--- config.mk ---
export PLATFORM = sky130hd
export DESIGN_NAME = pipeline_debug_ctrl
export DESIGN_NICKNAME = d
export VERILOG_FILES = /design/src/rtl/debug_pkg.sv /design/src/rtl/dbg_word_serializer.sv /design/src/rtl/pipeline_debug_ctrl.sv
export SDC_FILE = /design/constraint.sdc
export NUM_CORES = 1
export LEC_CHECK = 0
export BUFFER_PORTS_ARGS = -buffer_cell sky130_fd_sc_hd__buf_2
export CORE_AREA = 2 2 149 93
export DETAILED_ROUTE_END_ITERATION = 10
export DIE_AREA = 0 0 151 95
export PLACE_DENSITY = 0.84
export SYNTH_ARGS = -nofsm -noshare
export SYNTH_HDL_FRONTEND = slang
export SYNTH_SLANG_ARGS = --single-unit
--- constraint.sdc ---
create_clock -name i_clk -period 10.8 [get_ports i_clk]
set_clock_uncertainty 0.05 [all_clocks]
set_input_delay 1.08 -clock i_clk [delete_from_list [all_inputs] [get_ports i_clk]]
set_output_delay 1.08 -clock i_clk [all_outputs]
set_load 0.02 [all_outputs]
--- src/rtl/debug_pkg.sv ---
// rtl/debug_pkg.sv - shared constants and state encoding for the pipeline debug controller
// Purpose: controller state encoding, UART command bytes, ACK byte, HALT word, dump word counts.
// Ports: none (package).
package debug_pkg;

  typedef enum logic [2:0] {
    ST_IDLE,
    ST_LOAD,
    ST_RUN,
    ST_STEP,
    ST_DUMP_LOAD,
    ST_DUMP_SEND,
    ST_DUMP_WAIT,
    ST_ACK
  } dbg_state_t;

  localparam logic [7:0] CMD_LOAD  = 8'h4C;  // 'L'
  localparam logic [7:0] CMD_CONT  = 8'h43;  // 'C'
  localparam logic [7:0] CMD_STEP  = 8'h53;  // 'S'
  localparam logic [7:0] CMD_RESET = 8'h52;  // 'R'
  localparam logic [7:0] CMD_HALT  = 8'h48;  // 'H'
  localparam logic [7:0] ACK_BYTE  = 8'h4B;  // 'K'

  localparam logic [31:0] HALT_WORD = 32'hFFFF_FFFF;

  localparam int NUM_REGS       = 32;
  localparam int REG_DUMP_WORDS = 1 + NUM_REGS;  // PC followed by R0..R31

endpackage

--- src/rtl/dbg_word_serializer.sv ---
// rtl/dbg_word_serializer.sv - sends one word as MSB-first bytes over the tx handshake
// Purpose: on i_start, latch i_word and emit WIDTH/8 bytes MSB first (or only the MSB
//          byte when i_one_byte), waiting for i_tx_done after each o_tx_start.
// Ports: i_clk, i_reset (async, active-high), i_start, i_one_byte, i_word,
//        o_tx_data, o_tx_start, i_tx_done, o_done (one-cycle pulse after the last byte).
module dbg_word_serializer #(
  parameter int WIDTH = 32
) (
  input  logic             i_clk,
  input  logic             i_reset,
  input  logic             i_start,
  input  logic             i_one_byte,
  input  logic [WIDTH-1:0] i_word,
  output logic [7:0]       o_tx_data,
  output logic             o_tx_start,
  input  logic             i_tx_done,
  output logic             o_done
);

  localparam int NBYTES = WIDTH / 8;
  localparam int CNT_W  = (NBYTES > 1) ? $clog2(NBYTES) : 1;

  typedef enum logic [1:0] {SER_IDLE, SER_SEND, SER_WAIT} ser_state_t;

  ser_state_t       state_q;
  logic [WIDTH-1:0] shift_q;
  logic [CNT_W-1:0] left_q;
  logic [7:0]       tx_data_q;
  logic             tx_start_q;
  logic             done_q;

  assign o_tx_data  = tx_data_q;
  assign o_tx_start = tx_start_q;
  assign o_done     = done_q;

  // i_tx_done is only honoured in SER_WAIT, i.e. while a byte is outstanding.
  always_ff @(posedge i_clk or posedge i_reset) begin
    if (i_reset) begin
      state_q    <= SER_IDLE;
      shift_q    <= '0;
      left_q     <= '0;
      tx_data_q  <= '0;
      tx_start_q <= 1'b0;
      done_q     <= 1'b0;
    end else begin
      tx_start_q <= 1'b0;
      done_q     <= 1'b0;
      case (state_q)
        SER_IDLE: begin
          if (i_start) begin
            shift_q <= i_word;
            left_q  <= i_one_byte ? '0 : CNT_W'(NBYTES - 1);
            state_q <= SER_SEND;
          end
        end
        SER_SEND: begin
          tx_start_q <= 1'b1;
          tx_data_q  <= shift_q[WIDTH-1 -: 8];
          shift_q    <= shift_q << 8;
          state_q    <= SER_WAIT;
        end
        SER_WAIT: begin
          if (i_tx_done) begin
            if (left_q == '0) begin
              done_q  <= 1'b1;
              state_q <= SER_IDLE;
            end else begin
              left_q  <= left_q - CNT_W'(1);
              state_q <= SER_SEND;
            end
          end
        end
        default: state_q <= SER_IDLE;
      endcase
    end
  end

endmodule

--- src/rtl/pipeline_debug_ctrl.sv ---
// rtl/pipeline_debug_ctrl.sv - UART-driven load/run/step/dump controller for the MIPS pipeline
// Purpose: command FSM, instruction-word assembler and dump sequencer; gates pipeline enable.
// Optional feature macro: DBG_DMEM_DUMP_EN appends DMEM[0..DMEM_DUMP_WORDS-1] to each dump
//   and adds the o_dmem_addr / i_dmem_data ports (and the DMEM parameters).
// Ports: i_clk, i_reset (async, active-high); i_rx_data/i_rx_valid (UART rx);
//        o_tx_data/o_tx_start/i_tx_done (UART tx); o_pipe_en, o_pipe_reset;
//        o_imem_we/o_imem_addr/o_imem_wdata; i_halt_wb, i_pc; o_reg_addr/i_reg_data;
//        o_dmem_addr/i_dmem_data (macro only).
module pipeline_debug_ctrl
  import debug_pkg::*;
#(
  parameter int WIDTH       = 32,
  parameter int IMEM_ADDR_W = 8
`ifdef DBG_DMEM_DUMP_EN
  ,
  parameter int DMEM_ADDR_W     = 8,
  parameter int DMEM_DUMP_WORDS = 16
`endif
) (
  input  logic                   i_clk,
  input  logic                   i_reset,
  input  logic [7:0]             i_rx_data,
  input  logic                   i_rx_valid,
  output logic [7:0]             o_tx_data,
  output logic                   o_tx_start,
  input  logic                   i_tx_done,
  output logic                   o_pipe_en,
  output logic                   o_pipe_reset,
  output logic                   o_imem_we,
  output logic [IMEM_ADDR_W-1:0] o_imem_addr,
  output logic [WIDTH-1:0]       o_imem_wdata,
  input  logic                   i_halt_wb,
  input  logic [WIDTH-1:0]       i_pc,
`ifdef DBG_DMEM_DUMP_EN
  output logic [DMEM_ADDR_W-1:0] o_dmem_addr,
  input  logic [WIDTH-1:0]       i_dmem_data,
`endif
  output logic [4:0]             o_reg_addr,
  input  logic [WIDTH-1:0]       i_reg_data
);

`ifdef DBG_DMEM_DUMP_EN
  localparam int DUMP_WORDS = REG_DUMP_WORDS + DMEM_DUMP_WORDS;
`else
  localparam int DUMP_WORDS = REG_DUMP_WORDS;
`endif
  localparam int IDX_W  = $clog2(DUMP_WORDS + 1);
  localparam int BCNT_W = $clog2(WIDTH / 8);
  localparam logic [IMEM_ADDR_W-1:0] IMEM_LAST = '1;

  dbg_state_t             state_q;
  logic                   halted_q;
  logic [BCNT_W-1:0]      byte_cnt_q;
  logic [IMEM_ADDR_W-1:0] addr_q;
  logic [WIDTH-9:0]       asm_q;       // bytes collected so far; the top byte is never stored
  logic                   imem_we_q;
  logic [IMEM_ADDR_W-1:0] imem_addr_q;
  logic [WIDTH-1:0]       imem_wdata_q;
  logic                   pipe_en_q;
  logic                   pipe_reset_q;
  logic [IDX_W-1:0]       idx_q;       // 0 = PC, 1..32 = R0..R31, then DMEM words
  logic [4:0]             reg_addr_q;
  logic                   ser_start_q;
  logic                   ser_one_q;
  logic [WIDTH-1:0]       ser_word_q;
  logic                   ser_done;
`ifdef DBG_DMEM_DUMP_EN
  logic [DMEM_ADDR_W-1:0] dmem_addr_q;
  assign o_dmem_addr = dmem_addr_q;
`endif

  logic [WIDTH-1:0] asm_next;
  logic [WIDTH-1:0] dump_src;

  assign asm_next = {asm_q, i_rx_data};

  always_comb begin
    dump_src = i_reg_data;
    if (idx_q == '0) begin
      dump_src = i_pc;
`ifdef DBG_DMEM_DUMP_EN
    end else if (idx_q > IDX_W'(NUM_REGS)) begin
      dump_src = i_dmem_data;
`endif
    end
  end

  assign o_pipe_en    = pipe_en_q;
  assign o_pipe_reset = pipe_reset_q;
  assign o_imem_we    = imem_we_q;
  assign o_imem_addr  = imem_addr_q;
  assign o_imem_wdata = imem_wdata_q;
  assign o_reg_addr   = reg_addr_q;

  always_ff @(posedge i_clk or posedge i_reset) begin
    if (i_reset) begin
      state_q      <= ST_IDLE;
      halted_q     <= 1'b0;
      byte_cnt_q   <= '0;
      addr_q       <= '0;
      asm_q        <= '0;
      imem_we_q    <= 1'b0;
      imem_addr_q  <= '0;
      imem_wdata_q <= '0;
      pipe_en_q    <= 1'b0;
      pipe_reset_q <= 1'b0;
      idx_q        <= '0;
      reg_addr_q   <= '0;
      ser_start_q  <= 1'b0;
      ser_one_q    <= 1'b0;
      ser_word_q   <= '0;
`ifdef DBG_DMEM_DUMP_EN
      dmem_addr_q  <= '0;
`endif
    end else begin
      pipe_reset_q <= 1'b0;
      imem_we_q    <= 1'b0;
      ser_start_q  <= 1'b0;
      case (state_q)
        ST_IDLE: begin
          pipe_en_q <= 1'b0;
          if (i_rx_valid) begin
            case (i_rx_data)
              CMD_LOAD: begin
                pipe_reset_q <= 1'b1;
                halted_q     <= 1'b0;
                byte_cnt_q   <= '0;
                addr_q       <= '0;
                state_q      <= ST_LOAD;
              end
              CMD_CONT, CMD_STEP: begin
                // A halted pipeline is never re-enabled; the host just gets a fresh dump.
                if (halted_q) begin
                  idx_q   <= '0;
                  state_q <= ST_DUMP_LOAD;
                end else begin
                  pipe_en_q <= 1'b1;
                  state_q   <= (i_rx_data == CMD_CONT) ? ST_RUN : ST_STEP;
                end
              end
              CMD_RESET: begin
                pipe_reset_q <= 1'b1;
                halted_q     <= 1'b0;
                ser_word_q   <= {ACK_BYTE, (WIDTH-8)'(0)};
                ser_one_q    <= 1'b1;
                ser_start_q  <= 1'b1;
                state_q      <= ST_ACK;
              end
              default: ;
            endcase
          end
        end
        ST_LOAD: begin
          if (i_rx_valid) begin
            asm_q      <= asm_next[WIDTH-9:0];
            byte_cnt_q <= byte_cnt_q + BCNT_W'(1);
            if (byte_cnt_q == BCNT_W'(WIDTH / 8 - 1)) begin
              imem_we_q    <= 1'b1;
              imem_addr_q  <= addr_q;
              imem_wdata_q <= asm_next;
              // Stop on HALT or on the last address; the address counter never wraps.
              if (asm_next == WIDTH'(HALT_WORD) || addr_q == IMEM_LAST) begin
                ser_word_q  <= {ACK_BYTE, (WIDTH-8)'(0)};
                ser_one_q   <= 1'b1;
                ser_start_q <= 1'b1;
                state_q     <= ST_ACK;
              end else begin
                addr_q <= addr_q + IMEM_ADDR_W'(1);
              end
            end
          end
        end
        ST_RUN: begin
          // Halt is checked first so a simultaneous 'H' still records the halt.
          if (i_halt_wb) begin
            halted_q  <= 1'b1;
            pipe_en_q <= 1'b0;
            idx_q     <= '0;
            state_q   <= ST_DUMP_LOAD;
          end else if (i_rx_valid && i_rx_data == CMD_HALT) begin
            pipe_en_q <= 1'b0;
            idx_q     <= '0;
            state_q   <= ST_DUMP_LOAD;
          end
        end
        ST_STEP: begin
          pipe_en_q <= 1'b0;
          if (i_halt_wb) halted_q <= 1'b1;
          idx_q   <= '0;
          state_q <= ST_DUMP_LOAD;
        end
        ST_DUMP_LOAD: begin
          ser_word_q <= dump_src;
          ser_one_q  <= 1'b0;
          state_q    <= ST_DUMP_SEND;
        end
        ST_DUMP_SEND: begin
          ser_start_q <= 1'b1;
          state_q     <= ST_DUMP_WAIT;
        end
        ST_DUMP_WAIT: begin
          if (ser_done) begin
            if (idx_q == IDX_W'(DUMP_WORDS - 1)) begin
              state_q <= ST_IDLE;
            end else begin
              // Word idx+1 is R[idx] (or DMEM[idx-32]); set the read address one state ahead.
              idx_q      <= idx_q + IDX_W'(1);
              reg_addr_q <= idx_q[4:0];
`ifdef DBG_DMEM_DUMP_EN
              dmem_addr_q <= DMEM_ADDR_W'(idx_q - IDX_W'(NUM_REGS));
`endif
              state_q    <= ST_DUMP_LOAD;
            end
          end
        end
        ST_ACK: begin
          if (ser_done) state_q <= ST_IDLE;
        end
        default: state_q <= ST_IDLE;
      endcase
    end
  end

  dbg_word_serializer #(
    .WIDTH(WIDTH)
  ) u_serializer (
    .i_clk      (i_clk),
    .i_reset    (i_reset),
    .i_start    (ser_start_q),
    .i_one_byte (ser_one_q),
    .i_word     (ser_word_q),
    .o_tx_data  (o_tx_data),
    .o_tx_start (o_tx_start),
    .i_tx_done  (i_tx_done),
    .o_done     (ser_done)
  );

endmodule

# --- Word-level counts from Yosys, hierarchy flattened ---
# Index checks and enable logic that the tools add are counted.
op_classes:
  n_reduce_logical: 29
  n_addsub: 4
  n_bitwise: 1
  mux: 81
  n_eq_ne: 37
op_table:
  columns: ["op", "count"]
  rows:
  - ["32-bit 2-to-1 mux", 7]
  - ["32-bit one-hot mux with 3 select lines", 1]
  - ["32-bit one-hot mux with 2 select lines", 1]
  - ["6-bit 2-to-1 mux", 7]
  - ["8-bit by 7-bit == test with 1-bit output (second input constant)", 5]
  - ["8-bit 2-to-1 mux", 5]
  - ["32-bit == test (second input constant)", 1]
  - ["1-bit 2-to-1 mux", 30]
  - ["3-bit 2-to-1 mux", 10]
  - ["3-bit one-hot mux with 8 select lines", 1]
  - ["6-bit one-hot mux with 4 select lines", 1]
  - ["2-bit inequality test (second input constant)", 11]
  - ["2-bit 2-to-1 mux", 9]
  - ["8-bit one-hot mux with 2 select lines", 1]
  - ["3-bit == test (second input constant)", 4]
  - ["2-bit by 1-bit inequality test with 1-bit output (second input constant)", 6]
  - ["4-bit AND reduction", 3]
  - ["6-bit AND reduction", 2]
  - ["1-bit one-hot mux with 3 select lines", 3]
  - ["3-bit one-hot mux with 3 select lines", 1]
  - ["8-bit by 1-bit adder with 8-bit output (second input constant)", 1]
  - ["8-bit == test (second input constant)", 1]
  - ["2-bit one-hot mux with 2 select lines", 2]
  - ["2-bit AND reduction", 4]
  - ["other kinds (25)", 35]
word_totals:
  in_bits: 77
  word_cells: 173
  output_inout_bits: 57
  reg_bits: 172

# --- Depth between registers and ports, before layout ---
depth:
  depth_word: 6
  ltp_mapped: 8

# --- Modules after synthesis ---
# A second synthesis with hierarchy kept.
unflattened:
  cells_unflattened: 654
  hier_area_um2: 7790.0
modules_own_cells:
  columns: ["module", "cells_per_inst", "area_per_inst_um2", "seq_area_each_um2", "n_inst"]
  rows:
  - ["pipeline_debug_ctrl", 470, 5731.7, 3153.0, 1]
  - ["dbg_word_serializer", 184, 2058.2, 1151.1, 1]

# --- Worst setup path after synthesis ---
# OpenSTA, ideal clock, no wires.
synth_path:
  path_kind: "input to register"
  startpoint: "input i_rx_data[4]"
  endpoint: "register state_q[1]"
  slack_ns: 7.770
  t_arrival_ns: 2.853
  stages: 6
  cell_sequence: "or4b_1 -> nor3_1 -> nor4b_1 -> a2111oi_2 -> nand2_1 -> mux2_1"
synth_between:
  elab_chain_len: 5
  elab_cells_between_ends: 16
  classes_between: "eq/ne (9); mux (3); reduce/logical (4)"
synth_lines:
  columns: ["item", "line_no", "source"]
  rows:
  - ["start: declaration", "pipeline_debug_ctrl.sv:22", "input logic [7:0] i_rx_data,"]
  - ["8-bit by 7-bit == test with 1-bit output", "pipeline_debug_ctrl.sv:123", "case (i_rx_data)"]
  - ["2-bit OR reduction", "pipeline_debug_ctrl.sv:123", null]
  - ["3-bit one-hot mux with 3 select lines", "pipeline_debug_ctrl.sv:123", null]
  - ["3-bit 2-to-1 mux", "pipeline_debug_ctrl.sv:122", "if (i_rx_valid) begin"]
  - ["3-bit one-hot mux with 8 select lines", "pipeline_debug_ctrl.sv:119", "case (state_q)"]
  - ["end signal: assignment", "pipeline_debug_ctrl.sv:138", "state_q <= (i_rx_data == CMD_CONT) ? ST_RUN : ST_STEP;"]
  - ["end: declaration", "pipeline_debug_ctrl.sv:51", "dbg_state_t state_q;"]
# Parallel ways exist; a longest one is shown, timed or not. The select of a mux whose other input is x is not followed.
# A chain may end at the register's enable or synchronous reset.

# --- Final worst setup path ---
layout_path:
  startpoint: "register state_q[0]"
  endpoint: "register ser_word_q[30]"
layout_between:
  elab_chain_len: 3
  elab_cells_between_ends: 11
  classes_between: "eq/ne (7); mux (1); reduce/logical (3)"
layout_lines:
  columns: ["item", "line_no", "source"]
  rows:
  - ["3-bit by 1-bit == test with 1-bit output (tied with other cells)", "pipeline_debug_ctrl.sv:119", null]
  - ["2-bit inequality test (no source line) (tied with other cells)", null, null]
  - ["6-bit AND reduction (no source line)", null, null]
  - ["end signal: assignment", "pipeline_debug_ctrl.sv:144", "ser_word_q <= {ACK_BYTE, (WIDTH-8)'(0)};"]
  - ["end signal: assignment", "pipeline_debug_ctrl.sv:163", "ser_word_q <= {ACK_BYTE, (WIDTH-8)'(0)};"]
  - ["end signal: assignment", "pipeline_debug_ctrl.sv:193", "ser_word_q <= dump_src;"]
  - ["end: declaration", "pipeline_debug_ctrl.sv:65", "logic [WIDTH-1:0] ser_word_q;"]
# Parallel ways exist; a longest one is shown, timed or not.

==> flow_summary.ini <==
[outcome]
outcome = finished clean

[synth]
synth-edff-count = 0
syn_area_um2 = 7640
ys_types = 47
synth-xor-area-share_pct = 0
synth_top_family_by_area = multiplexers
synth-simple-area-share_pct = 10.1
ys_seq_area_share_pct = 56.4
synthesis.nets = 740
syn_inst = 658
async_flop_share_pct = 100
syn_area_per_cell_um2 = 11.6
yosys.area_share.adder_pct = 0.819
synth_flop_cell = dfrtp_1
synth-seq-cells = 172
synth.area.mux_share_pct = 15.8
yosys_warnings = 0
synth_compound_gate_area_share_pct = 14.1

[hold_path]
whs_path_depth = 2
min_to = o_imem_addr[3]
hp-class = reg -> reg
hold_start = o_imem_addr[3]

[floorplan]
dieWidth_um = 151
std_cell_rows = 33
core_area_um2 = 13100
dieArea_um2 = 14300
die_y_um = 95
ios = 134
start_util_pct = 58.2

[worst_setup_path]
worstPathBufferInverterCount = 2
cp.arrival_ps = 3240
r2r_slack_ps = 7750
rr_worst_depth = 6
critPathTopFamily = simple AND/OR/NAND/NOR gates
crit_path_frequent_cell = o211ai_1
rr_startpoint = state_q[0]
r2r_end = ser_word_q[30]
cp_slowest_stage_delay_ps = 820
path_class = reg -> reg
cp-start-kind = flip-flop
path_cells = inv_1 > nor3_1 > o211ai_1 > o211ai_1 > buf_4 > a22oi_1
path_max_fanout = 33
cp-end-kind = flip-flop
required_ps = 10990
crit_slowest_cell = nor3_1

[route]
routed_via_density = 5.88
detail_route.wl_per_cell_um = 18.8
routed_wl_um = 18100
firstDrtPassIters = 5
drtIter0Drc = 420
drc = 0
final_antenna_net_count = 0
num_vias = 5677

[sta]
tightestPinTransition_ps = 1180
hold_ws_ps = 436
fin_crit_sh_pct = 28.2
period_minus_slack_ps = 3050
final_max_slew_viol_count = 0
setup_violations = 0
setup_slack_ps = 7750
rsz0062_at_grt = no
relSlewSlack_pct = 21.4
setup_tns_ps = 0
report.final.hold_viol_count = 0
fmax_mhz = 328

[clock_network]
clockBufferDepth = 2
cts_tree = built
path_clk_slew_ps = 70
cts_buffers = 17
cts-resized-gates = 0
cts.sinks = 172
hold_buffers = 0
clock-root-buffer = clkbuf_16
cts_setup_buffers = 0
clkLatencyLatePin_ps = 410
htreeDepth = 4

[global_route]
grt_max_degree = 96
grt_pass1_vias = 5603
grt_pass1_wl_um = 29100
antenna_found_initial = 0
grt_overflow = 0
grt_use_total_pct = 26.3

[placement]
dpl.hpwl_um = 12300
dpl_worst_slack_ps = 7420
port_buffers = 133
gp_congestion = 0.900
place_area_um2 = 8440

[finish]
area_growth_pct = 18.0
drive_above_1_share_pct = 32.5
final_net_count = 860
n_antenna_cell = 0
multiInputGateArea_um2 = 3130
fillerInstances = 983
register_area_um2 = 4300
final_cell_area_um2 = 9010

[pwr]
finalPower_mw = 2.55
power.density_nw_per_um2 = 283
ir_drop_v = 0.000162
leakagePower_nw = 4.50

[run]
maxCapViolCount = 0
==> registers in the layout, indices dropped and copies added (netlist names), 6 cells and up <==
signal / cells
u_serializer.shift_q: 32
ser_word_q: 32
o_imem_wdata: 32
idx_q: 6
o_imem_addr: 8
asm_q: 24
addr_q: 8
u_serializer.o_tx_data: 8
==> routing by layer <==
layer | global-route usage (%) | vias to the layer above | part of all wire (%)
met5 | 0 | - | 0
met3 | 4.44 | 15 | 5.0
li1 | - | 2635 | -
met4 | 6.85 | 0 | 0.67
met1 | 39.9 | 2846 | 48
met2 | 39.5 | 181 | 47
==> worst min-delay path: cells and delay by family, from the launching register on <==
kind | cells | cell delay [ps]
compound gates | 1 | 60
flops | 1 | 340
simple gates | 1 | 40
==> area by class of cell <==
type	count	share of cell area, %
tap	175	2.43
inverter	19	0.847
multi-input combinational	428	34.7
timing repair buffer	140	7.97
sequential	172	47.7
clock inverter	15	1.61
clock buffer	17	4.72
==> Yosys cell counts (4+ instances only) <==
cell type	number	area (um2)
a31oi_1	7	43.8
mux2i_1	34	340
mux2_2	76	856
a22o_1	4	35.0
o2bb2ai_1	28	245
clkbuf_1	35	131
nor4_1	5	31.3
nand3_1	12	60.1
dfrtp_1	172	4300
nand4_1	9	56.3
a22oi_1	21	158
nor3b_1	5	37.5
nor2_1	20	75.1
ha_1	5	62.6
nor3_1	9	45.0
o21ai_0	50	250
nor2b_1	27	169
a21oi_1	41	205
inv_1	19	71.3
nand2_1	37	139
==> cell usage in the layout, fill, tap and decap left out, drive strengths merged, types with 4 or more instances in the layout <==
cell / netlist / final
nand3: 12 / 12
buf: 4 / 140
nor2: 20 / 20
mux2: 77 / 77
nor3: 10 / 10
o21ai: 51 / 51
mux2i: 34 / 34
inv: 19 / 27
a22o: 4 / 4
nor3b: 5 / 5
nor2b: 27 / 27
nand2: 37 / 37
nand4: 9 / 9
a22oi: 21 / 21
clkbuf: 35 / 17
ha: 5 / 5
nor4: 5 / 5
a21oi: 41 / 41
clkinv: 0 / 5
dfrtp: 172 / 172
o2bb2ai: 28 / 28
a31oi: 7 / 7
==> how the worst max path moves through the flow <==
stage / from / to / cells past startpoint
after detailed placement: i_rx_data[4] / state_q[1] / 7
after global routing: state_q[0] / ser_word_q[25] / 6
after CTS: state_q[0] / ser_word_q[30] / 6
after global placement: i_rx_data[4] / state_q[1] / 7
final: state_q[0] / ser_word_q[30] / 6
after floorplan: i_reset / addr_q[0] / 1
==> cells by family after synthesis <==
family,Yosys count
adders and majority gates,5
DFF,172
AOI/OAI and AO/OA,168
and+or+nand+nor,144
muxes,111
buffers and inverters,58
==> through the flow <==
| stage | std cells | util (%) |
|---|---|---|
| final | 966 | 68.7 |
| after global routing | 966 | 68.7 |
| after CTS | 966 | 68.7 |
| after detailed placement | 934 | 64.3 |
| after global placement | 934 | 64.3 |
| after floorplan | 658 | - |
==> power breakdown <==
part           internal [mW]  switching, mW
Sequential             0.879          0.233
Clock                  0.307          0.279
Combinational          0.372          0.480
Total                   1.56          0.992
Note: power is estimated with default switching activity, not from simulation.
